`config.mk`:
```
export PLATFORM = sky130hd
export DESIGN_NAME = adder_arbiter
export DESIGN_NICKNAME = d
export VERILOG_FILES = /design/src/rtl/adder_arb_pkg.sv /design/src/rtl/adder_arbiter_rr_arbiter.sv /design/src/rtl/adder_arbiter.sv
export SDC_FILE = /design/constraint.sdc
export NUM_CORES = 1
export LEC_CHECK = 0
export CORE_MARGIN = 2
export CORE_UTILIZATION = 40
export CTS_CLUSTER_SIZE = 28
export DETAILED_ROUTE_END_ITERATION = 16
export PLACE_DENSITY = 0.82
export SETUP_SLACK_MARGIN = 0.05
export SLEW_MARGIN = 10
export SYNTH_ARGS = -nofsm -noshare
export SYNTH_HDL_FRONTEND = slang
export SYNTH_SLANG_ARGS = --single-unit
```
`constraint.sdc`:
```
create_clock -name clk -period 4.6 [get_ports clk]
set_input_delay 0.92 -clock clk [delete_from_list [all_inputs] [get_ports clk]]
set_output_delay 0.92 -clock clk [all_outputs]
set_load 0.005 [all_outputs]
```
`src/rtl/adder_arb_pkg.sv`:
```
// adder_arb_pkg: shared defaults and types for the shared-adder round-robin arbiter
package adder_arb_pkg;
    localparam int NUM_REQ_DEF = 4;
    localparam int WIDTH_DEF   = 32;
    typedef logic [$clog2(NUM_REQ_DEF)-1:0] req_id_t;
    typedef enum logic {EMPTY, FULL} out_state_t;
endpackage

```
`src/rtl/adder_arbiter_rr_arbiter.sv`:
```
// rr_arbiter: picks the first valid requester at or after rr_ptr, wrapping modulo NUM_REQ
module rr_arbiter
    import adder_arb_pkg::*;
#(
    parameter int NUM_REQ = NUM_REQ_DEF,
    localparam int IW = $clog2(NUM_REQ)
) (
    input  logic [NUM_REQ-1:0] req,
    input  logic [IW-1:0]      rr_ptr,
    output logic [NUM_REQ-1:0] grant,
    output logic [IW-1:0]      grant_idx,
    output logic               any_grant
);
    always_comb begin
        grant_idx = '0;
        any_grant = 1'b0;
        // scan from the farthest offset down so the nearest valid requester wins
        for (int k = NUM_REQ - 1; k >= 0; k--)
            if (req[(int'(rr_ptr) + k) % NUM_REQ]) begin
                grant_idx = IW'((int'(rr_ptr) + k) % NUM_REQ);
                any_grant = 1'b1;
            end
        grant = '0;
        grant[grant_idx] = any_grant;
    end
endmodule

```
`src/rtl/adder_arbiter.sv`:
```
// adder_arbiter: round-robin sharing of one registered adder among NUM_REQ requesters
// Optional signed-overflow output rsp_ovf enabled by defining ADDER_ARB_OVF_EN
module adder_arbiter
    import adder_arb_pkg::*;
#(
    parameter int NUM_REQ = NUM_REQ_DEF,
    parameter int WIDTH   = WIDTH_DEF
) (
    input  logic                     clk,
    input  logic                     rst,
    input  logic [NUM_REQ-1:0]       req_valid,
    output logic [NUM_REQ-1:0]       req_ready,
    input  logic [NUM_REQ*WIDTH-1:0] req_a,
    input  logic [NUM_REQ*WIDTH-1:0] req_b,
    output logic [NUM_REQ-1:0]       rsp_valid,
    input  logic [NUM_REQ-1:0]       rsp_ready,
    output logic [WIDTH-1:0]         rsp_sum
`ifdef ADDER_ARB_OVF_EN
    ,
    output logic                     rsp_ovf
`endif
);
    localparam int IW = $clog2(NUM_REQ);

    out_state_t         state, state_d;
    logic [IW-1:0]      rr_ptr, owner, gidx;
    logic [NUM_REQ-1:0] gnt;
    logic               any, drain, accept;
    logic [WIDTH-1:0]   a, b, sum, sum_q;

    rr_arbiter #(.NUM_REQ(NUM_REQ)) u_rr (
        .req       (req_valid),
        .rr_ptr    (rr_ptr),
        .grant     (gnt),
        .grant_idx (gidx),
        .any_grant (any)
    );

    assign a   = req_a[gidx*WIDTH +: WIDTH];
    assign b   = req_b[gidx*WIDTH +: WIDTH];
    assign sum = a + b;

    // the single output slot frees up in the same cycle its owner drains it
    assign drain  = (state == FULL) && rsp_ready[owner];
    assign accept = !rst && any && ((state == EMPTY) || drain);

    always_ff @(posedge clk)
        state <= rst ? EMPTY : state_d;

    always_comb
        state_d = accept ? FULL : drain ? EMPTY : state;

    always_comb begin
        req_ready = accept ? gnt : '0;
        rsp_valid = '0;
        rsp_valid[owner] = (state == FULL);
    end

    always_ff @(posedge clk)
        if (rst) begin
            rr_ptr <= '0;
            owner  <= '0;
            sum_q  <= '0;
        end else if (accept) begin
            rr_ptr <= (gidx == IW'(NUM_REQ - 1)) ? '0 : gidx + 1'b1;
            owner  <= gidx;
            sum_q  <= sum;
        end

    assign rsp_sum = sum_q;

`ifdef ADDER_ARB_OVF_EN
    logic ovf_q;

    always_ff @(posedge clk)
        if (rst)
            ovf_q <= 1'b0;
        else if (accept)
            ovf_q <= (a[WIDTH-1] == b[WIDTH-1]) && (sum[WIDTH-1] != a[WIDTH-1]);

    assign rsp_ovf = ovf_q;
`endif
endmodule

```
==> impl_results.md, run 1 <==
* Status: completed
* Final period util at 96.31%
* Final hold viol count at 0
* TritonCTS clock tree: yes
* Startpoint types: input pin
* WS Path Type: in2reg
* Fmax at 225.7 MHz
* Yosys warning count at 0
* VDD IR max at 249.2 uV
* Worst Clk Skew at 0.003497 ns
* RSZ-0062 raised after global routing: true
* Post-synth EDFFs at 0
* Gr ovfl total at 0
* Pre-CTS setup slack at -0.08597 ns
* Synth Flop Type: dfxtp_1
* Worst-Margin Slew at 0.8659 ns
* Leak at 3.674 nW
* DRT iter0 DRCs at 326
* Slew HR at 42.27%
* Most frequent cells in the layout: clkdlybuf4s50_1 (305), a21oi_1 (98), nor2_1 (83), mux2i_1 (68), mux2_2 (62)
* Met3 WL at 1600 um
* Design area at 9134 um2
* Syn Nets at 1008
* Uppermost layer routed: met4
* Fill cells at 1057
* Die width at 118.8 um
* Max_cap viols at 0
* GRT Total Usage at 26.89%
* Clock Latency Late Sink at 0.28 ns
* WP data required at 4.80 ns
* Initial core utilization at 41.46%
* Crit path cell chain: clkdlybuf4s50_1 > a21oi_1 > o21ai_1 > o2bb2a_4 > buf_12 > buf_4 > mux2i_1 > a21oi_1 > ha_1 > fa_1 > a21o_1 > a221oi_2 > or3_4 > a21oi_2 > a31oi_2 > a311oi_1 > a21oi_1
* Tot Pwr at 4.471 mW
* I/O pins at 306
* Max clock buf depth at 2
* Initial DRT Pass Iterations at 5
* Syn-to-layout area delta at 73.15%
* CP Max Fanout at 12
* Average cell area after synthesis at 7.472 um2
* # rows at 41
* Nets at 1329
* Sequential element share of the synthesized area at 14.04%
* Pins Over Slew Limit at 0
* Final TNS setup at 0 ns
* Endpoint type of the worst setup path: register
* WP data arrival at 4.63 ns
* Critical-path top delay cell: clkdlybuf4s50_1
* Yosys reg bits at 37
* Aggregate routed wire length at 20280 um
* Total CTS buffers at 5
* Clk root buf: clkbuf_16
* CP dominant cell by count: a21oi_1
* DRC at 0
* Routability cong. at 0.9864
* H-Tree Depth at 2
* Post-DP Area at 8842 um2
* Vias per cell at 5.450
* Largest net degree at the start of global routing at 52
* Period minus WS final at 4.430 ns
* Met1 WL at 7624 um
* CTS Sinks at 37
* # hold bufs at CTS at 0
* Worst Hold Class: reg2reg
* CTS clk-pin slew, worst paths at 0.06 ns
* Vias post-DR at 6540
* Die area at 14120 um2
* Synth Cell Area at 5275 um2
* Synthesized instance count at 706
* Ant diodes at 0
* First-pass GRT wire length at 31400 um
* Setup Viol. Count Final at 0
* WL/cell at 16.90 um
* Die Height at 118.8 um
* Initial antenna violation count at 0
* Setup WS post-layout at 0.1697 ns
* Largest stage delay on the critical path at 0.46 ns
* Most common cell after layout, fill and taps aside: clkdlybuf4s50_1
* Core Area at 12720 um2
* Dpl hpwl at 16640 um
* Antenna Violating Nets Remaining at 0
* Netlist cell types at 57
* Pwr dens at 489.5 nW/um2
* Share of post-route cells with drive strength above 1 at 15.18%
* FFs w/ async S/R, synth at 0%
* Vias in the first global route at 6523
* Routed wl met2 at 10740 um
* Port bufs at 305
metrics by stage:
step / hold WS [ns] / util (%) / std cells
final: 0.4578 / 71.79 / 1200
after global routing: 0.4845 / 71.79 / 1200
after CTS: 0.4648 / 70.85 / 1195
after detailed placement: 0.4552 / 69.50 / 1187
after global placement: 0.4462 / 69.50 / 1187
after floorplan: 0.4503 / - / 706
critical path: cells and delay by family:
family,cells,cell delay (ns)
AO/OA/AOI/OAI,10,1.81
buffers and inverters,3,0.81
adder cells (fa/ha/maj),2,0.64
multiplexers,1,0.21
AND/OR/NAND/NOR,1,0.21
path summary, 6_finish.rpt:
| kind | startpoint | endpoint | slack (ns) | depth (start not counted) |
|---|---|---|---|---|
| worst min-delay path | rsp_sum[0] | rsp_sum[0] | 0.46 | 2 |
| worst max register to register | rr_ptr[1] | rsp_sum[28] | 0.84 | 16 |
| worst min register to register | rsp_sum[0] | rsp_sum[0] | 0.46 | 2 |
| worst max-delay path | req_valid[1] | rsp_sum[28] | 0.17 | 17 |
metal layers:
layer  up-vias  track usage, %
li1       3234               -
met1      2981           29.47
met2       301           53.20
met3        24           4.981
met4         0           5.357
met5         -               0
cells by family (layout without fill, tap and decap cells):
group           after synthesis  in the layout  share of synthesized area [%]
fa+ha+maj                    36             36                          8.681
flops                        37             37                          14.04
buf+inv                      69            391                          5.479
xor+xnor                     25             25                          4.151
simple gates                213            213                          18.83
compound gates              195            195                          22.25
mux                         131            131                          26.57
registers in the layout, summed over array words and instances, names as in the netlist:
register and cells:
rr_ptr 2, state 1, owner 2, rsp_sum 32
synthesized netlist by cell type, drive strengths merged, types with 3 or more instances:
| cell type | n | area (um2) |
|---|---|---|
| o21ai | 36 | 180.2 |
| nand3 | 43 | 215.2 |
| or3 | 4 | 30.03 |
| clkbuf | 27 | 101.4 |
| a21o | 11 | 82.58 |
| nor3 | 9 | 45.04 |
| nand2 | 34 | 127.6 |
| xor2 | 15 | 131.4 |
| and2 | 5 | 31.28 |
| o21a | 3 | 22.52 |
| nand4 | 18 | 112.6 |
| o21bai | 6 | 45.04 |
| o211ai | 5 | 37.54 |
| xnor2 | 10 | 87.58 |
| a21oi | 103 | 519.3 |
| a31o | 3 | 26.28 |
| o211a | 3 | 30.03 |
| a311oi | 3 | 26.28 |
| inv | 14 | 52.55 |
| and3 | 3 | 18.77 |
| mux2i | 68 | 680.7 |
| buf | 27 | 131.4 |
| mux2 | 62 | 698.2 |
| ha | 35 | 437.9 |
| nor2 | 83 | 311.6 |
| dfxtp | 37 | 740.7 |
| a31oi | 6 | 43.79 |
area by class of cell:
type	count	area [um2]	share of cell area, %
Clock inverter	3	46.29	0.5068
Tap cell	172	215.2	2.356
Timing Repair Buffer	368	3627	39.71
Inverter	15	56.30	0.6164
Sequential cell	37	740.7	8.110
Clock buffer	5	125.1	1.370
Multi-Input combinational cell	600	4323	47.33
where the power goes:
part | internal (mW) | switching, mW
combinational | 1.75 | 1.80
clock | 0.257 | 0.139
sequential | 0.453 | 0.0736
total | 2.45 | 2.02
repair_timing:
action | in CTS | in global routing
setup endpoints to repair | 0 | 11
setup buffers | 0 | 3
gates resized for setup | 0 | 13
Power figures use the tool's default switching activity.
==> run 2: changes to the inputs <==
RECOVER_POWER = 25   (was not set)
==> run 2 against run 1 <==
Net effect: global-route usage unchanged; register-to-register slack about the same; final cell count did not move; highest routed layer unchanged; cell area is the same; core utilization unchanged.
==> impl_results.md, run 2 (synthesized netlist as in run 1, its figures left out) <==
* Status: completed
* WS Path Type: in2reg
* Max_cap viols at 0
* H-Tree Depth at 2
* GRT Total Usage at 26.89%
* Pwr dens at 486.4 nW/um2
* Die Height at 118.8 um
* Most common cell after layout, fill and taps aside: clkdlybuf4s50_1
* Initial antenna violation count at 0
* Vias per cell at 5.446
* Endpoint type of the worst setup path: register
* WP data arrival at 4.66 ns
* DRC at 0
* Setup Viol. Count Final at 0
* Clock Latency Late Sink at 0.28 ns
* Pins Over Slew Limit at 0
* WP data required at 4.82 ns
* Final Non-Filler Cells at 1200
* Startpoint types: input pin
* CTS Sinks at 37
* Fmax at 224.8 MHz
* Die area at 14120 um2
* Ant diodes at 0
* Largest net degree at the start of global routing at 52
* Syn-to-layout area delta at 73.15%
* First-pass GRT wire length at 31400 um
* Setup WS post-layout at 0.1510 ns
* Aggregate routed wire length at 20290 um
* I/O pins at 306
* Port bufs at 305
* Initial DRT Pass Iterations at 5
* Most frequent cells in the layout: clkdlybuf4s50_1 (286), a21oi_1 (98), nor2_1 (83), mux2i_1 (68), mux2_2 (62)
* Routability cong. at 0.9864
* Max reg flops at 32
* Total CTS buffers at 5
* Worst-Margin Slew at 0.8765 ns
* DRT iter0 DRCs at 317
* Nets at 1329
* Period minus WS final at 4.449 ns
* Slew HR at 41.57%
* Placed instance count at 1187
* WL/cell at 16.91 um
* Leak at 3.711 nW
* Gr ovfl total at 0
* CTS clk-pin slew, worst paths at 0.06 ns
* Worst Clk Skew at 0.003073 ns
* Core Area at 12720 um2
* Antenna Violating Nets Remaining at 0
* Clk root buf: clkbuf_16
* RSZ-0062 raised after global routing: true
* Vias in the first global route at 6523
* Final period util at 96.72%
* Final hold viol count at 0
* Dpl hpwl at 16640 um
* Design area at 9134 um2
* Share of post-route cells with drive strength above 1 at 15.18%
* CP Max Fanout at 12
* Max clock buf depth at 2
* Initial core utilization at 41.46%
* Vias post-DR at 6535
* Pre-CTS setup slack at -0.08597 ns
* Die width at 118.8 um
* Worst Hold Class: reg2reg
* # rows at 41
* Post-DP Area at 8842 um2
* VDD IR max at 247.8 uV
* TritonCTS clock tree: yes
[run 2: cell types whose count changed in the layout (fill, tap and decap cells not counted)]
cell             previous run  this run
clkdlybuf4s50_1           305       286
dlygate4sd3_1               0        19
[run 2: worst max-delay path, stage by stage]
cell             delay (ns)
clkdlybuf4s50_1        0.46
a21oi_1                0.14
o21ai_1                0.08
o2bb2a_4               0.24
buf_12                 0.15
buf_4                  0.17
mux2_2                 0.34
nor2_1                 0.09
a21oi_1                0.06
ha_1                   0.39
nand3_1                0.13
or3_4                  0.44
a211oi_4               0.29
o221ai_4               0.19
a2111o_1               0.45
nand4_1                0.09
[run 2: timing repair]
action | in CTS | in global routing
hold buffers | 0 | 0
resized for setup | 0 | 13
setup endpoints to repair | 0 | 11
buffers inserted | 0 | 3
[run 2: final timing paths]
check             cells after the start  slack [ns]           to          from
setup / recovery                     16        0.15  rsp_sum[24]  req_valid[1]
hold / removal                        2        0.46   rsp_sum[0]    rsp_sum[0]
setup reg to reg                     15        0.83  rsp_sum[24]     rr_ptr[1]
hold reg to reg                       2        0.46   rsp_sum[0]    rsp_sum[0]
[run 2: layout make-up]
type	instances	area (um2)
multi-input combinational	600	4323
timing repair buffer	368	3627
fill	1057	3588
sequential	37	740.7
tap	172	215.2
clock buffer	5	125.1
inverter	15	56.30
clock inverter	3	46.29
[run 2: stage by stage]
step                      util [%]  setup TNS (ns)  power (mW)  hold slack (ns)
after floorplan                  -               0       2.582           0.4503
after global placement       69.50        -0.01775       3.861           0.4462
after detailed placement     69.50         -0.4091       3.913           0.4552
after CTS                    70.85               0       4.330           0.4648
after global routing         71.79       -0.002258       4.775           0.4845
final                        71.79               0       4.442           0.4576
[run 2: metal layers]
metal	share of wire, %	track usage, %	vias up
met5	0	0	-
met4	1.5	5.357	0
met3	7.9	4.981	23
met2	53	53.20	305
met1	38	29.47	2962
li1	-	-	3245
[run 2: power breakdown]
group	internal, mW	switching [mW]
clock network	0.256	0.139
registers	0.452	0.0696
logic	1.72	1.80
==> run 3: changes to the inputs <==
CORE_AREA = 2 2 118 120   (was not set)
CORE_MARGIN = not set   (was 2)
CORE_UTILIZATION = not set   (was 40)
DIE_AREA = 0 0 120 122   (was not set)
DONT_BUFFER_PORTS = 1   (was not set)
PLACE_DENSITY = 0.52   (was 0.82)
==> run 3 against run 2 <==
Net effect: cell area down 38%; via count down 24%; sequential cell count unchanged; total power down 18%; highest routed layer unchanged; die area up 3.7%; routed wire length down 19%; setup slack better by 0.28 ns; clock power up 1%; combinational power down 24%; global-route usage down 5.7 points; final cell count down 28%.
==> impl_results.md, run 3 (synthesized netlist as in run 1, its figures left out) <==
* Aggregate routed wire length at 16390 um
* Antenna Violating Nets Remaining at 0
* Core Area at 13500 um2
* Endpoint type of the worst setup path: register
* Pins Over Slew Limit at 0
* Routability cong. at 0.8840
* Most frequent cells in the layout: a21oi_1 (102), nor2_1 (83), mux2i_1 (68), mux2_2 (62), nand3_1 (43)
* Initial antenna violation count at 0
* Register Area at 740.7 um2
* Startpoint types: input pin
* I/O pins at 306
* Dpl hpwl at 13670 um
* Ant diodes at 0
* Largest stage delay on the critical path at 0.41 ns
* Crit path cell chain: a21oi_1 > o21ai_0 > o2bb2a_4 > buf_12 > mux2_2 > nor2_1 > a21oi_1 > ha_1 > fa_1 > a21o_1 > a221oi_2 > or3_4 > a211oi_2 > o221ai_2 > a2111o_1 > nand4_1
* CP Max Fanout at 33
* Most common cell after layout, fill and taps aside: a21oi_1
* Die Height at 122 um
* # hold bufs at CTS at 0
* Initial core utilization at 39.06%
* Vias in the first global route at 4846
* Total CTS buffers at 5
* Port bufs at 0
* Multi-input logic area at 4279 um2
* Max reg flops at 32
* Nets at 979
* Largest net degree at the start of global routing at 93
* CP dominant cell by count: a21oi_1
* DRT iter0 DRCs at 155
* Slew HR at 28.26%
* CTS clk-pin slew, worst paths at 0.06 ns
* Clock Latency Late Sink at 0.28 ns
* Syn-to-layout area delta at 7.258%
* RSZ-0062 raised after global routing: false
* Max clock buf depth at 2
* Worst Clk Skew at 0.003321 ns
* # rows at 43
* Finished Core Util at 41.90%
* Final period util at 90.58%
* Final TNS setup at 0 ns
* Critical-path top delay cell: fa_1
* Clk root buf: clkbuf_16
* Die area at 14640 um2
* Share of post-route cells with drive strength above 1 at 15.34%
* Vias per cell at 5.819
* H-Tree Depth at 2
* GRT Total Usage at 21.17%
* Die width at 120 um
* Setup Viol. Count Final at 0
* Fmax at 240.0 MHz
* Post-DP Area at 5487 um2
* WS Path Type: in2reg
* VDD IR max at 233.3 uV
* Worst-Margin Slew at 1.069 ns
* TritonCTS clock tree: yes
* PostCTS Resize Cnt at 0
* Worst Hold Class: reg2reg
* Reg2reg setup slack at 0.65 ns
* Period minus WS final at 4.167 ns
* Design area at 5658 um2
* Gr ovfl total at 0
* WP data arrival at 4.32 ns
* Final Non-Filler Cells at 858
* Pwr dens at 646.9 nW/um2
* DRC at 0
* Vias post-DR at 4993
* Final hold viol count at 0
* Fill cells at 1441
* Leak at 2.253 nW
* Placed instance count at 850
* Max_cap viols at 0
* WL/cell at 19.10 um
* WP data required at 4.75 ns
* # Post-CTS Setup Buffers at 0
* Status: completed
* Hold WS at 0.4901 ns
* Initial DRT Pass Iterations at 4
* First-pass GRT wire length at 24770 um
* CTS Sinks at 37
## run 3: cell types whose count changed in the layout (fill, tap and decap cells not counted), moves of 3 or more
cell | previous run | this run
a21oi_1 | 98 | 102
dlygate4sd3_1 | 19 | 0
o21ai_0 | 33 | 36
o21ai_1 | 3 | 0
a21oi_2 | 5 | 1
clkdlybuf4s50_1 | 286 | 0
buf_4 | 55 | 14
## run 3: layer usage
metal  share of wire (%)  up-vias  track usage, %  wire length [um]
met4                0.66        0           3.309               108
met3                 5.6        7           1.873               925
met1                  41     2233           25.59              6759
met5                   0        -               0                 0
li1                    -     2540               -                 -
met2                  52      213           41.05              8592
## run 3: cell type report
type / count / share of cell area [%]
Multi-Input combinational cell: 600 / 75.63
Timing Repair Buffer: 18 / 3.273
Clock inverter: 3 / 0.8182
Sequential cell: 37 / 13.09
Inverter: 15 / 0.9951
Clock buffer: 5 / 2.211
Tap cell: 180 / 3.981
## run 3: where the power goes
part / internal (mW) / switching (mW)
combinational: 1.11 / 1.57
clock: 0.257 / 0.143
sequential: 0.453 / 0.118
total: 1.82 / 1.84
## run 3: worst paths after layout
kind / from / end / cells after the start
setup reg to reg: rr_ptr[1] / rsp_sum[24] / 16
hold reg to reg: rsp_sum[1] / rsp_sum[1] / 2
setup / recovery: req_valid[0] / rsp_sum[24] / 16
hold / removal: rsp_sum[1] / rsp_sum[1] / 2
## run 3: critical path: cells and delay by family
kind | cells | cell delay [ns]
buffers and inverters | 1 | 0.21
and+or+nand+nor | 3 | 0.40
adders and majority gates | 2 | 0.67
AOI/OAI and AO/OA | 9 | 1.71
muxes | 1 | 0.36
## run 3: stage by stage
stage	power (mW)	worst slack (ns)
global placement	3.256	0.2322
finish	3.660	0.4334
detailed placement	3.291	0.1432
CTS	3.706	0.4214
global route	4.013	0.1439
floorplan	2.582	0.4048
